[src/rtl/pipe_hazard_pkg.sv]
// Shared hazard-unit definitions: register width, forward-select constant,
// PC source encoding and the nearest-stage priority helper.
package pipe_hazard_pkg;

  localparam int REG_AW  = 5;
  localparam int MAX_FWD = 16;

  localparam int unsigned FWD_REGFILE = 0;

  typedef enum logic [1:0] {
    PC_SEQ    = 2'b00,
    PC_BRANCH = 2'b01,
    PC_JALR   = 2'b10
  } pc_src_t;

  // Bit i of m set means stage i+1 matches; lowest stage is nearest.
  function automatic int unsigned nearest_stage(
    input logic [MAX_FWD-1:0] m
  );
    nearest_stage = FWD_REGFILE;
    for (int i = MAX_FWD - 1; i >= 0; i--) begin
      if (m[i]) nearest_stage = unsigned'(i + 1);
    end
  endfunction

endpackage

[src/rtl/mdu_scoreboard.sv]
// Single-outstanding MDU scoreboard: per-register pending bits, busy flag
// and a saturating watchdog with a sticky timeout flag.
// Ports: i_clk, i_reset (sync, high), i_accept/i_set_rd (issue),
//   i_done/i_done_rd (writeback), i_rs1/i_rs2/i_rd lookups -> o_pend_*,
//   o_busy, o_timeout.
module mdu_scoreboard #(
  parameter int AW      = 5,
  parameter int TIMEOUT = 64
) (
  input  logic          i_clk,
  input  logic          i_reset,
  input  logic          i_accept,
  input  logic [AW-1:0] i_set_rd,
  input  logic          i_done,
  input  logic [AW-1:0] i_done_rd,
  input  logic [AW-1:0] i_rs1,
  input  logic [AW-1:0] i_rs2,
  input  logic [AW-1:0] i_rd,
  output logic          o_pend_rs1,
  output logic          o_pend_rs2,
  output logic          o_pend_rd,
  output logic          o_busy,
  output logic          o_timeout
);
  import pipe_hazard_pkg::*;

  localparam int NREG = 1 << AW;
  localparam int CW   = $clog2(TIMEOUT + 1);

  logic [NREG-1:0] r_pending;
  logic [NREG-1:0] w_pending_nxt;
  logic            r_busy;
  logic            w_busy_nxt;
  logic            r_to;
  logic [CW-1:0]   r_wd_cnt;
  logic [CW-1:0]   w_wd_nxt;
  logic            w_done_eff;
  logic            w_hit;

  always_comb begin
    // A completion with nothing outstanding is stale and ignored.
    w_done_eff    = i_done & r_busy;
    w_pending_nxt = r_pending;
    if (w_done_eff) w_pending_nxt[i_done_rd] = 1'b0;
    // Set after clear: a back-to-back op to the same rd stays pending.
    if (i_accept) w_pending_nxt[i_set_rd] = 1'b1;
    w_pending_nxt[0] = 1'b0;
    w_busy_nxt = i_accept | (r_busy & ~w_done_eff);
    w_wd_nxt   = r_wd_cnt;
    if (i_accept)
      w_wd_nxt = '0;
    else if (r_busy && (r_wd_cnt != CW'(TIMEOUT)))
      w_wd_nxt = r_wd_cnt + 1'b1;
    // Count reaches TIMEOUT at this edge: flag visible now.
    w_hit = r_busy & (r_wd_cnt == CW'(TIMEOUT - 1));
  end

  always_ff @(posedge i_clk) begin
    if (i_reset) begin
      r_pending <= '0;
      r_busy    <= 1'b0;
      r_wd_cnt  <= '0;
      r_to      <= 1'b0;
    end else begin
      r_pending <= w_pending_nxt;
      r_busy    <= w_busy_nxt;
      r_wd_cnt  <= w_wd_nxt;
      r_to      <= r_to | w_hit;
    end
  end

  assign o_pend_rs1 = r_pending[i_rs1];
  assign o_pend_rs2 = r_pending[i_rs2];
  assign o_pend_rd  = r_pending[i_rd];
  assign o_busy     = r_busy;
  assign o_timeout  = r_to | w_hit;

endmodule

[src/rtl/hazard_scoreboard_unit.sv]
// Pipeline hazard control: forwarding selects, load-use and scoreboard
// stalls, MDU structural stall, redirect/exception flushes.
// Ports: D/E/fwd-stage register info in; stall_*, flush_*, forward_*_e,
//   mdu_busy, mdu_timeout out. reset is synchronous, active-high.
module hazard_scoreboard_unit #(
  parameter int NUM_FWD     = 3,
  parameter int LOAD_READY  = 2,
  parameter int REG_AW      = pipe_hazard_pkg::REG_AW,
  parameter int MDU_TIMEOUT = 64,
  parameter int SEL_W       = $clog2(NUM_FWD + 1)
) (
  input  logic                     clk,
  input  logic                     reset,
  input  logic [REG_AW-1:0]        rs1_d,
  input  logic [REG_AW-1:0]        rs2_d,
  input  logic [REG_AW-1:0]        rd_d,
  input  logic                     regwrite_d,
  input  logic [REG_AW-1:0]        rs1_e,
  input  logic [REG_AW-1:0]        rs2_e,
  input  logic [REG_AW-1:0]        rd_e,
  input  logic                     load_e,
  input  logic                     mdu_issue_e,
  input  logic [NUM_FWD*REG_AW-1:0] rd_fwd,
  input  logic [NUM_FWD-1:0]       regwrite_fwd,
  input  logic [NUM_FWD-1:0]       load_fwd,
  input  logic [1:0]               pc_src_e,
  input  logic                     ex_flush,
  input  logic                     mdu_done,
  input  logic [REG_AW-1:0]        mdu_rd_done,
  output logic                     stall_f1,
  output logic                     stall_f2,
  output logic                     stall_d,
  output logic                     stall_e,
  output logic                     flush_f2,
  output logic                     flush_d,
  output logic                     flush_e,
  output logic [NUM_FWD-2:0]       flush_m,
  output logic [SEL_W-1:0]         forward_a_e,
  output logic [SEL_W-1:0]         forward_b_e,
  output logic                     mdu_busy,
  output logic                     mdu_timeout
);
  import pipe_hazard_pkg::*;

  logic [NUM_FWD-1:0] w_match_a;
  logic [NUM_FWD-1:0] w_match_b;
  logic [NUM_FWD-1:0] w_ld_fwd;
  logic [REG_AW-1:0]  w_rdk;
  logic               w_ld_e;
  logic               w_ld_stall;
  logic               w_sb_stall;
  logic               w_d_stall;
  logic               w_stall_e;
  logic               w_accept;
  logic               w_redir;
  logic               w_front;
  logic               w_pend_rs1;
  logic               w_pend_rs2;
  logic               w_pend_rd;
  logic               w_busy;
  logic [SEL_W-1:0]   w_fwd_a;
  logic [SEL_W-1:0]   w_fwd_b;

  always_comb begin
    w_match_a = '0;
    w_match_b = '0;
    w_ld_fwd  = '0;
    w_rdk     = '0;
    for (int k = 0; k < NUM_FWD; k++) begin
      w_rdk = rd_fwd[k*REG_AW +: REG_AW];
      w_match_a[k] = regwrite_fwd[k] && (w_rdk == rs1_e)
                     && (rs1_e != '0);
      w_match_b[k] = regwrite_fwd[k] && (w_rdk == rs2_e)
                     && (rs2_e != '0);
      // Slice k is stage k+1; loads there before LOAD_READY lack data.
      w_ld_fwd[k]  = (k < LOAD_READY - 1) && load_fwd[k]
                     && regwrite_fwd[k] && (w_rdk != '0)
                     && ((w_rdk == rs1_d) || (w_rdk == rs2_d));
    end
  end

  assign w_fwd_a = SEL_W'(nearest_stage(MAX_FWD'(w_match_a)));
  assign w_fwd_b = SEL_W'(nearest_stage(MAX_FWD'(w_match_b)));

  assign w_ld_e = load_e && (rd_e != '0)
                  && ((rd_e == rs1_d) || (rd_e == rs2_d));
  assign w_ld_stall = w_ld_e | (|w_ld_fwd);
  assign w_sb_stall = w_pend_rs1 | w_pend_rs2
                      | (regwrite_d & w_pend_rd);
  assign w_d_stall  = w_ld_stall | w_sb_stall;

  assign w_stall_e = mdu_issue_e & w_busy & ~mdu_done & ~ex_flush;
  assign w_accept  = mdu_issue_e & ~w_stall_e & ~ex_flush;
  // A branch held in E redirects only once it leaves E.
  assign w_redir   = (pc_src_e != PC_SEQ) & ~w_stall_e;
  assign w_front   = (w_d_stall | w_stall_e) & ~ex_flush;

  mdu_scoreboard #(
    .AW      (REG_AW),
    .TIMEOUT (MDU_TIMEOUT)
  ) u_sb (
    .i_clk      (clk),
    .i_reset    (reset),
    .i_accept   (w_accept),
    .i_set_rd   (rd_e),
    .i_done     (mdu_done),
    .i_done_rd  (mdu_rd_done),
    .i_rs1      (rs1_d),
    .i_rs2      (rs2_d),
    .i_rd       (rd_d),
    .o_pend_rs1 (w_pend_rs1),
    .o_pend_rs2 (w_pend_rs2),
    .o_pend_rd  (w_pend_rd),
    .o_busy     (w_busy),
    .o_timeout  (mdu_timeout)
  );

  assign mdu_busy = w_busy;

  always_comb begin
    stall_f1    = ~reset & w_front;
    stall_f2    = ~reset & w_front;
    stall_d     = ~reset & w_front;
    stall_e     = ~reset & w_stall_e;
    flush_f2    = reset | w_redir | ex_flush;
    flush_d     = reset | w_redir | ex_flush;
    flush_e     = reset | (w_d_stall & ~w_stall_e) | w_redir
                  | ex_flush;
    flush_m     = {(NUM_FWD-1){reset | ex_flush}};
    // Bubble into M1 while E holds its MDU op.
    flush_m[0]  = reset | w_stall_e | ex_flush;
    forward_a_e = reset ? '0 : w_fwd_a;
    forward_b_e = reset ? '0 : w_fwd_b;
  end

endmodule

[config.mk]
export PLATFORM = sky130hd
export DESIGN_NAME = hazard_scoreboard_unit
export DESIGN_NICKNAME = d
export VERILOG_FILES = /design/src/rtl/pipe_hazard_pkg.sv /design/src/rtl/mdu_scoreboard.sv /design/src/rtl/hazard_scoreboard_unit.sv
export SDC_FILE = /design/constraint.sdc
export NUM_CORES = 1
export LEC_CHECK = 0
export ABC_AREA = 0
export CORE_MARGIN = 8
export CORE_UTILIZATION = 46
export CTS_CLUSTER_SIZE = 8
export DETAILED_ROUTE_END_ITERATION = 12
export PLACE_DENSITY_LB_ADDON = 0.1
export SLEW_MARGIN = 20
export SYNTH_ARGS = -nofsm -noshare
export SYNTH_HDL_FRONTEND = slang
export SYNTH_SLANG_ARGS = --single-unit
[constraint.sdc]
create_clock -name clk -period 5.3 [get_ports clk]
set_clock_uncertainty 0.2 [all_clocks]
set_input_delay 0.53 -clock clk [delete_from_list [all_inputs] [get_ports clk]]
set_output_delay 0.53 -clock clk [all_outputs]
set_load 0.01 [all_outputs]
==> impl_metrics.env, run 1 <==
export IMPL_status="finished clean"
export IMPL_drv_slew=0
export IMPL_syn_num_nets=466
export IMPL_die_w_um=100.6
export IMPL_reg2reg_from="u_sb.o_busy"
export IMPL_synth_distinct_cells=47
export IMPL_grt_pass1_wl_mm=16.13
export IMPL_crit_chain="clkdlybuf4s50_1 -> mux4_2 -> nor2b_4 -> a211oi_2 -> a21oi_1 -> a2111oi_2 -> a31oi_1 -> clkdlybuf4s50_1"
export IMPL_drive_gt1_share_pct=7.237
export IMPL_wl_mm=9.959
export IMPL_cts_resized=0
export IMPL_critPathMaxFanout=10
export IMPL_rows=31
export IMPL_synth_seq_cells=40
export IMPL_maxCapViolCount=0
export IMPL_hold_violations=0
export IMPL_core_area_um2=7098
export IMPL_ios=80
export IMPL_yosysWarnings=0
export IMPL_tns_ns=0
export IMPL_async_flop_share_pct=0
export IMPL_synth_edff_count=0
export IMPL_startpoint="rs1_d[1]"
export IMPL_fmax_ghz=0.2391
export IMPL_n_antenna_cell=0
export IMPL_yosysTopAreaCell="dfxtp_1"
export IMPL_utilization_pct=58.49
export IMPL_hold_path_class="flip-flop to flip-flop"
export IMPL_max_slew_margin_rel_pct=53.62
export IMPL_path_common_cell="clkdlybuf4s50_1"
export IMPL_clockPowerShare_pct=34.3
export IMPL_p_comb_share_pct=24.5
export IMPL_endpoint="stall_d"
export IMPL_ys_top_cells_by_area="dfxtp_1 (24%), xnor2_1 (11%), mux4_2 (9.6%)"
export IMPL_timing_rr_end="u_sb.r_pending[29]"
export IMPL_cts_hold_buf=0
export IMPL_p_sw_uw=203.5
export IMPL_synth_top_area_share_pct=24.33
export IMPL_dieArea_um2=10120
export IMPL_cts_buffer_depth=2
export IMPL_p_total_uw=743.4
export IMPL_pre_cts_ws_ns=1.060
export IMPL_grt_max_degree=39
export IMPL_fin_nets=522
export IMPL_netSwitchingFraction_pct=27.37
export IMPL_drt_initial_drc_count=190
export IMPL_period_minus_slack_ns=4.183
export IMPL_r2r_slack_ns=3.30
export IMPL_synth_flop_cell="dfxtp_1"
export IMPL_vias=3189
export IMPL_htree_num_levels=2
export IMPL_layout_worst_path_cycle_share_pct=78.93
export IMPL_critPathSlowestCell="clkdlybuf4s50_1"
export IMPL_first_global_vias=3039
export IMPL_ant_nets=0
export IMPL_dp_cells=547
export IMPL_track_usage_pct=19.91
export IMPL_synth_area_per_cell_um2=8.247
export IMPL_nFillCells=676
export IMPL_pwr_share_seq_pct=41.2
export IMPL_worstPathRequired_ns=4.57
export IMPL_vdd_drop_max_uv=176.3
export IMPL_post_cts_buffers=0
export IMPL_ys_seq_area_share_pct=24.33
export IMPL_leakagePower_uw=0.001370
export IMPL_fin_cells=555
export IMPL_firstDrtPassIters=5
export IMPL_grt_setup_unrepaired="no"
export IMPL_cts_tree="done"
export IMPL_syn_area_um2=3291
export IMPL_gp_congestion=0.8469
export IMPL_setup_viol=0
export IMPL_clock_sinks=40
export IMPL_via_per_inst=5.746
export IMPL_clock_latency_ns=0.29
export IMPL_grt_overflow_total=0
export IMPL_numCtsBuffers=5
export IMPL_fp_dieH_um=100.6
export IMPL_layout_setup_ws_ns=1.117
export IMPL_worstSetupStartpointType="input port"
export IMPL_setup_worst_path_class="input port to output port"
export IMPL_routedWlPerCell_um=17.94
export IMPL_path_clk_slew_ns=0.08
export IMPL_r2r_cells=6
export IMPL_drc=0
export IMPL_synthCells=399
export IMPL_cp_slowest_stage_delay_ns=0.82
export IMPL_worst_pin_slew_ns=0.6932
export IMPL_arrival_ns=3.45
export IMPL_internal_power_uw=539.9
export IMPL_io_buffers=77
export IMPL_cts_root_buffer="clkbuf_8"
export IMPL_worstSetupEndpointType="output port"
export IMPL_hpwl_mm=7.682
export IMPL_area_delta_synth_final_pct=26.16
export IMPL_start_util_pct=46.36
export IMPL_antenna_found_initial=0
export IMPL_powerDensity_nw_per_um2=179.1
==> registers in the layout, indices dropped and copies added (netlist names) <==
name and cells:
u_sb.r_wd_cnt 7, u_sb.r_pending 31, u_sb.o_busy 1, u_sb.r_to 1
==> layout by cell type (no fill, tap or decap), drive strengths merged, types with 2 or more instances in the layout <==
cell type      instances
ha                     2
nor2                  26
a21oi                 39
nand2                 53
nor4                   6
nor3                   4
mux2i                 10
dfxtp                 40
nor3b                  4
clkbuf                 5
nand3b                 4
or3                    4
mux2                   2
xnor2                 40
a31oi                  4
and3                   2
nand3                 11
or4                    5
nor2b                  6
o2111ai                2
nand4                 10
inv                    9
clkdlybuf4s50         77
mux4                  19
or2                    2
a22oi                  2
nand2b                 3
o22ai                  3
xor2                  14
buf                    2
o21ai                 32
==> per-layer routing <==
metal  up-vias  track usage (%)  part of all wire [%]
met2       134            31.74                    46
li1       1544                -                     -
met4         0            4.419                  0.42
met5         -                0                     0
met1      1504            27.53                    45
met3         7            2.831                   7.9
==> metrics by stage <==
step / hold slack (ns) / cell area [um^2]
floorplan: 0.2664 / 3291
global placement: 0.2872 / 4036
detailed placement: 0.2873 / 4036
CTS: 0.2992 / 4151
global route: 0.3181 / 4151
finish: 0.2959 / 4151
==> how the worst min path moves through the flow <==
stage                           startpoint               end  slack [ns]  depth (start not counted)
after floorplan           u_sb.r_wd_cnt[1]  u_sb.r_wd_cnt[1]        0.27                          2
after global placement    u_sb.r_wd_cnt[1]  u_sb.r_wd_cnt[1]        0.29                          2
after detailed placement  u_sb.r_wd_cnt[1]  u_sb.r_wd_cnt[1]        0.29                          2
after CTS                 u_sb.r_wd_cnt[1]  u_sb.r_wd_cnt[1]        0.30                          2
after global routing      u_sb.r_wd_cnt[1]  u_sb.r_wd_cnt[1]        0.32                          2
final                     u_sb.r_wd_cnt[1]  u_sb.r_wd_cnt[1]        0.30                          2
==> synthesized netlist by cell type, types with 2 or more instances <==
master / n
inv_1: 8
nand3_1: 11
nor2b_1: 5
or3_1: 4
buf_2: 4
buf_6: 2
xor2_1: 14
a31oi_1: 4
xnor2_1: 40
o21ai_0: 32
nand3b_1: 4
nor2_1: 26
nand4_1: 10
or4_1: 5
mux4_2: 14
nor3_1: 4
dfxtp_1: 40
buf_4: 3
clkbuf_1: 19
and3_1: 2
o22ai_1: 3
a21oi_1: 39
mux4_1: 5
mux2_2: 2
a22oi_1: 2
mux2i_1: 10
nor4_1: 6
ha_1: 2
clkbuf_8: 2
nand2b_1: 3
nand2_1: 53
nor3b_1: 4
o2111ai_1: 2
or2_2: 2
==> area by class of cell <==
| class | instances | area (um^2) | area share [%] |
|---|---|---|---|
| repair buffers | 79 | 785.8 | 18.93 |
| multi-input cells | 321 | 2296 | 55.30 |
| clock inverters | 3 | 46.29 | 1.115 |
| well taps | 99 | 123.9 | 2.984 |
| clock buffers | 5 | 68.82 | 1.658 |
| inverters | 8 | 30.03 | 0.7233 |
| flip-flops and latches | 40 | 800.8 | 19.29 |
==> critical path, delay by kind of cell <==
kind                   cells  cell delay [ns]
AND/OR/NAND/NOR            1             0.14
multiplexers               1             0.57
AO/OA/AOI/OAI              4             0.88
buffers and inverters      2             1.34
==> power by group through the flow <==
stage          Sequential (uW)  Clock, uW  Combinational, uW
6_report                   306        255                182
5_1_grt                    307        274                197
4_1_cts                    306        261                182
3_5_place_dp               313          0                181
3_3_place_gp               313          0                179
2_1_floorplan              312          0                104
==> cell families (layout without fill, tap and decap cells) <==
family,count (synthesis),after routing,share of synthesized area (%)
XOR/XNOR,54,54,14.37
multiplexers,31,31,17.30
adder cells (fa/ha/maj),2,2,0.7603
flip-flops,40,40,24.33
AND/OR/NAND/NOR,144,144,21.71
buffers and inverters,38,95,5.894
AO/OA/AOI/OAI,90,90,15.63
Power figures use the tool's default switching activity.
==> inputs of run 2 (changes only) <==
==> constraint.sdc (replaced) <==
create_clock -name clk -period 3.85 [get_ports clk]
set_clock_uncertainty 0.2 [all_clocks]
set_input_delay 0.385 -clock clk [delete_from_list [all_inputs] [get_ports clk]]
set_output_delay 0.385 -clock clk [all_outputs]
set_load 0.01 [all_outputs]
==> run 2 against run 1 <==
Net effect:
- combinational power increased by 42%
- register-to-register slack got worse by 1.4 ns
- core utilization increased by 1.2 points
- worst hold slack better by 0.014 ns
- setup slack worse by 0.89 ns
- sequential share of layout area fell by 0.38 points
- first-iteration DRC count fell by 49%
==> impl_metrics.env, run 2 (synthesis gave the netlist of run 1 again) <==
export IMPL_drt_initial_drc_count=96
export IMPL_die_w_um=100.6
export IMPL_n_antenna_cell=0
export IMPL_fin_nets=532
export IMPL_ant_nets=0
export IMPL_drv_slew=0
export IMPL_fmax_ghz=0.2756
export IMPL_arrival_ns=3.04
export IMPL_drc=0
export IMPL_gp_congestion=0.8661
export IMPL_vias=3245
export IMPL_netSwitchingFraction_pct=26.85
export IMPL_final_cell_mix="clkdlybuf4s50_1 (76), nand2_1 (53), xnor2_1 (40), dfxtp_1 (40), a21oi_1 (39)"
export IMPL_grt_overflow_total=0
export IMPL_layout_commonest_cell="clkdlybuf4s50_1"
export IMPL_grt_max_degree=39
export IMPL_period_minus_slack_ns=3.628
export IMPL_pwr_share_seq_pct=40.3
export IMPL_firstDrtPassIters=5
export IMPL_path_clk_slew_ns=0.08
export IMPL_leakagePower_uw=0.001434
export IMPL_setup_worst_path_class="input port to output port"
export IMPL_wl_mm=10.10
export IMPL_hpwl_mm=7.920
export IMPL_cp_slowest_stage_delay_ns=0.68
export IMPL_clock_latency_ns=0.29
export IMPL_first_global_vias=3234
export IMPL_whs_path_depth=2
export IMPL_max_slew_margin_rel_pct=57.53
export IMPL_tns_ns=0
export IMPL_top_register="u_sb.r_pending"
export IMPL_r2r_cells=6
export IMPL_htree_num_levels=2
export IMPL_worstSetupStartpointType="input port"
export IMPL_internal_power_uw=766.4
export IMPL_setup_viol=0
export IMPL_start_util_pct=46.36
export IMPL_worstSetupEndpointType="output port"
export IMPL_p_sw_uw=281.3
export IMPL_status="finished clean"
export IMPL_area_delta_synth_final_pct=28.71
export IMPL_track_usage_pct=19.99
export IMPL_numCtsBuffers=5
export IMPL_vdd_drop_max_uv=194.8
export IMPL_clock_sinks=40
export IMPL_hold_violations=0
export IMPL_cts_tree="done"
export IMPL_drive_gt1_share_pct=9.227
export IMPL_layout_worst_path_cycle_share_pct=94.23
export IMPL_dieArea_um2=10120
export IMPL_r2r_slack_ns=1.88
export IMPL_largest_register_ffs=31
export IMPL_critPathMaxFanout=6
export IMPL_critPathSlowestCell="clkdlybuf4s50_1"
export IMPL_reg_largest_list="u_sb.r_pending x31, u_sb.r_wd_cnt x7"
export IMPL_p_comb_share_pct=24.7
export IMPL_fp_dieH_um=100.6
export IMPL_routedWlPerCell_um=17.88
export IMPL_ios=80
export IMPL_clockPowerShare_pct=35.0
export IMPL_grt_pass1_wl_mm=16.35
export IMPL_antenna_found_initial=0
export IMPL_timing_rr_end="u_sb.r_pending[13]"
export IMPL_powerDensity_nw_per_um2=247.4
export IMPL_cts_buffer_depth=2
export IMPL_worst_pin_slew_ns=0.6347
export IMPL_rows=31
export IMPL_cts_hold_buf=0
export IMPL_crit_chain="clkdlybuf4s50_1 -> mux4_2 -> mux4_2 -> nand2b_1 -> o211ai_1 -> a31oi_1 -> clkdlybuf4s50_1"
export IMPL_reg2reg_from="u_sb.o_busy"
export IMPL_hold_path_end="u_sb.r_pending[7]"
export IMPL_cts_root_buffer="clkbuf_8"
export IMPL_fin_hold_ws_ns=0.3101
export IMPL_post_cts_buffers=0
export IMPL_hold_path_class="flip-flop to flip-flop"
export IMPL_worstHoldStart="u_sb.r_pending[7]"
export IMPL_grt_setup_unrepaired="no"
export IMPL_io_buffers=77
export IMPL_via_per_inst=5.743
export IMPL_core_area_um2=7098
export IMPL_maxCapViolCount=0
export IMPL_worstPathRequired_ns=3.26
run 2: layer usage:
metal | up-vias | global-route usage [%] | share of wire, %
met5 | - | 0 | 0
met4 | 0 | 6.047 | 1.5
met3 | 13 | 3.177 | 7.2
met2 | 117 | 32.91 | 46
met1 | 1540 | 26.02 | 46
li1 | 1575 | - | -
run 2: area by class of cell:
| type | instances | area [um^2] |
|---|---|---|
| Clock buffer | 6 | 82.58 |
| Clock inverter | 2 | 38.79 |
| Fill cell | 659 | 2863 |
| Inverter | 8 | 30.03 |
| Multi-Input combinational cell | 321 | 2296 |
| Sequential cell | 40 | 800.8 |
| Tap cell | 99 | 123.9 |
| Timing Repair Buffer | 89 | 863.3 |
run 2: critical path, delay by kind of cell:
family / cells / cell delay [ns]
buffers and inverters: 2 / 1.20
AND/OR/NAND/NOR: 1 / 0.15
AO/OA/AOI/OAI: 2 / 0.27
multiplexers: 2 / 1.03
run 2: how the worst max path moves through the flow:
stage / start / end / slack (ns) / cells past startpoint
after global routing: rd_d[0] / stall_f2 / 0.06 / 7
after floorplan: rd_d[0] / stall_f1 / 1.08 / 7
after detailed placement: rs1_d[1] / stall_f2 / 0.16 / 8
after global placement: rs1_d[1] / stall_d / 0.20 / 8
final: rd_d[0] / stall_f2 / 0.22 / 7
after CTS: rs1_d[1] / stall_f2 / 0.15 / 8
run 2: power groups by stage:
| stage | clock network (uW) | logic [uW] | registers (uW) |
|---|---|---|---|
| floorplan | 0 | 143 | 429 |
| global placement | 0 | 254 | 431 |
| detailed placement | 0 | 257 | 431 |
| CTS | 372 | 259 | 422 |
| global route | 386 | 281 | 422 |
| finish | 367 | 259 | 422 |
run 2: repair_timing:
| action | CTS | global route |
|---|---|---|
| gates resized for setup | 0 | 1 |
| setup endpoints to repair | 0 | 2 |
| endpoints found under the hold margin | 0 | 0 |
run 2: stage by stage:
stage | setup WS, ns | cells | cell area, um^2 | util, % | total power [uW]
after floorplan | 1.080 | 399 | 3291 | - | 572.4
after global placement | 0.2016 | 557 | 4111 | 57.92 | 684.8
after detailed placement | 0.1595 | 557 | 4111 | 57.92 | 688.2
after CTS | 0.1486 | 565 | 4233 | 59.63 | 1052
after global routing | 0.06193 | 565 | 4235 | 59.67 | 1089
final | 0.2222 | 565 | 4235 | 59.67 | 1048
==> inputs of run 3 (changes only) <==
--- a/config.mk
+++ b/config.mk
@@ -8,7 +8,6 @@
 export ABC_AREA = 0
 export CORE_MARGIN = 8
 export CORE_UTILIZATION = 46
-export CTS_CLUSTER_SIZE = 8
 export DETAILED_ROUTE_END_ITERATION = 12
 export PLACE_DENSITY_LB_ADDON = 0.1
 export SLEW_MARGIN = 20
==> results of run 3 <==
No change in the layout: final DEF, timing and power equal those of run 2.
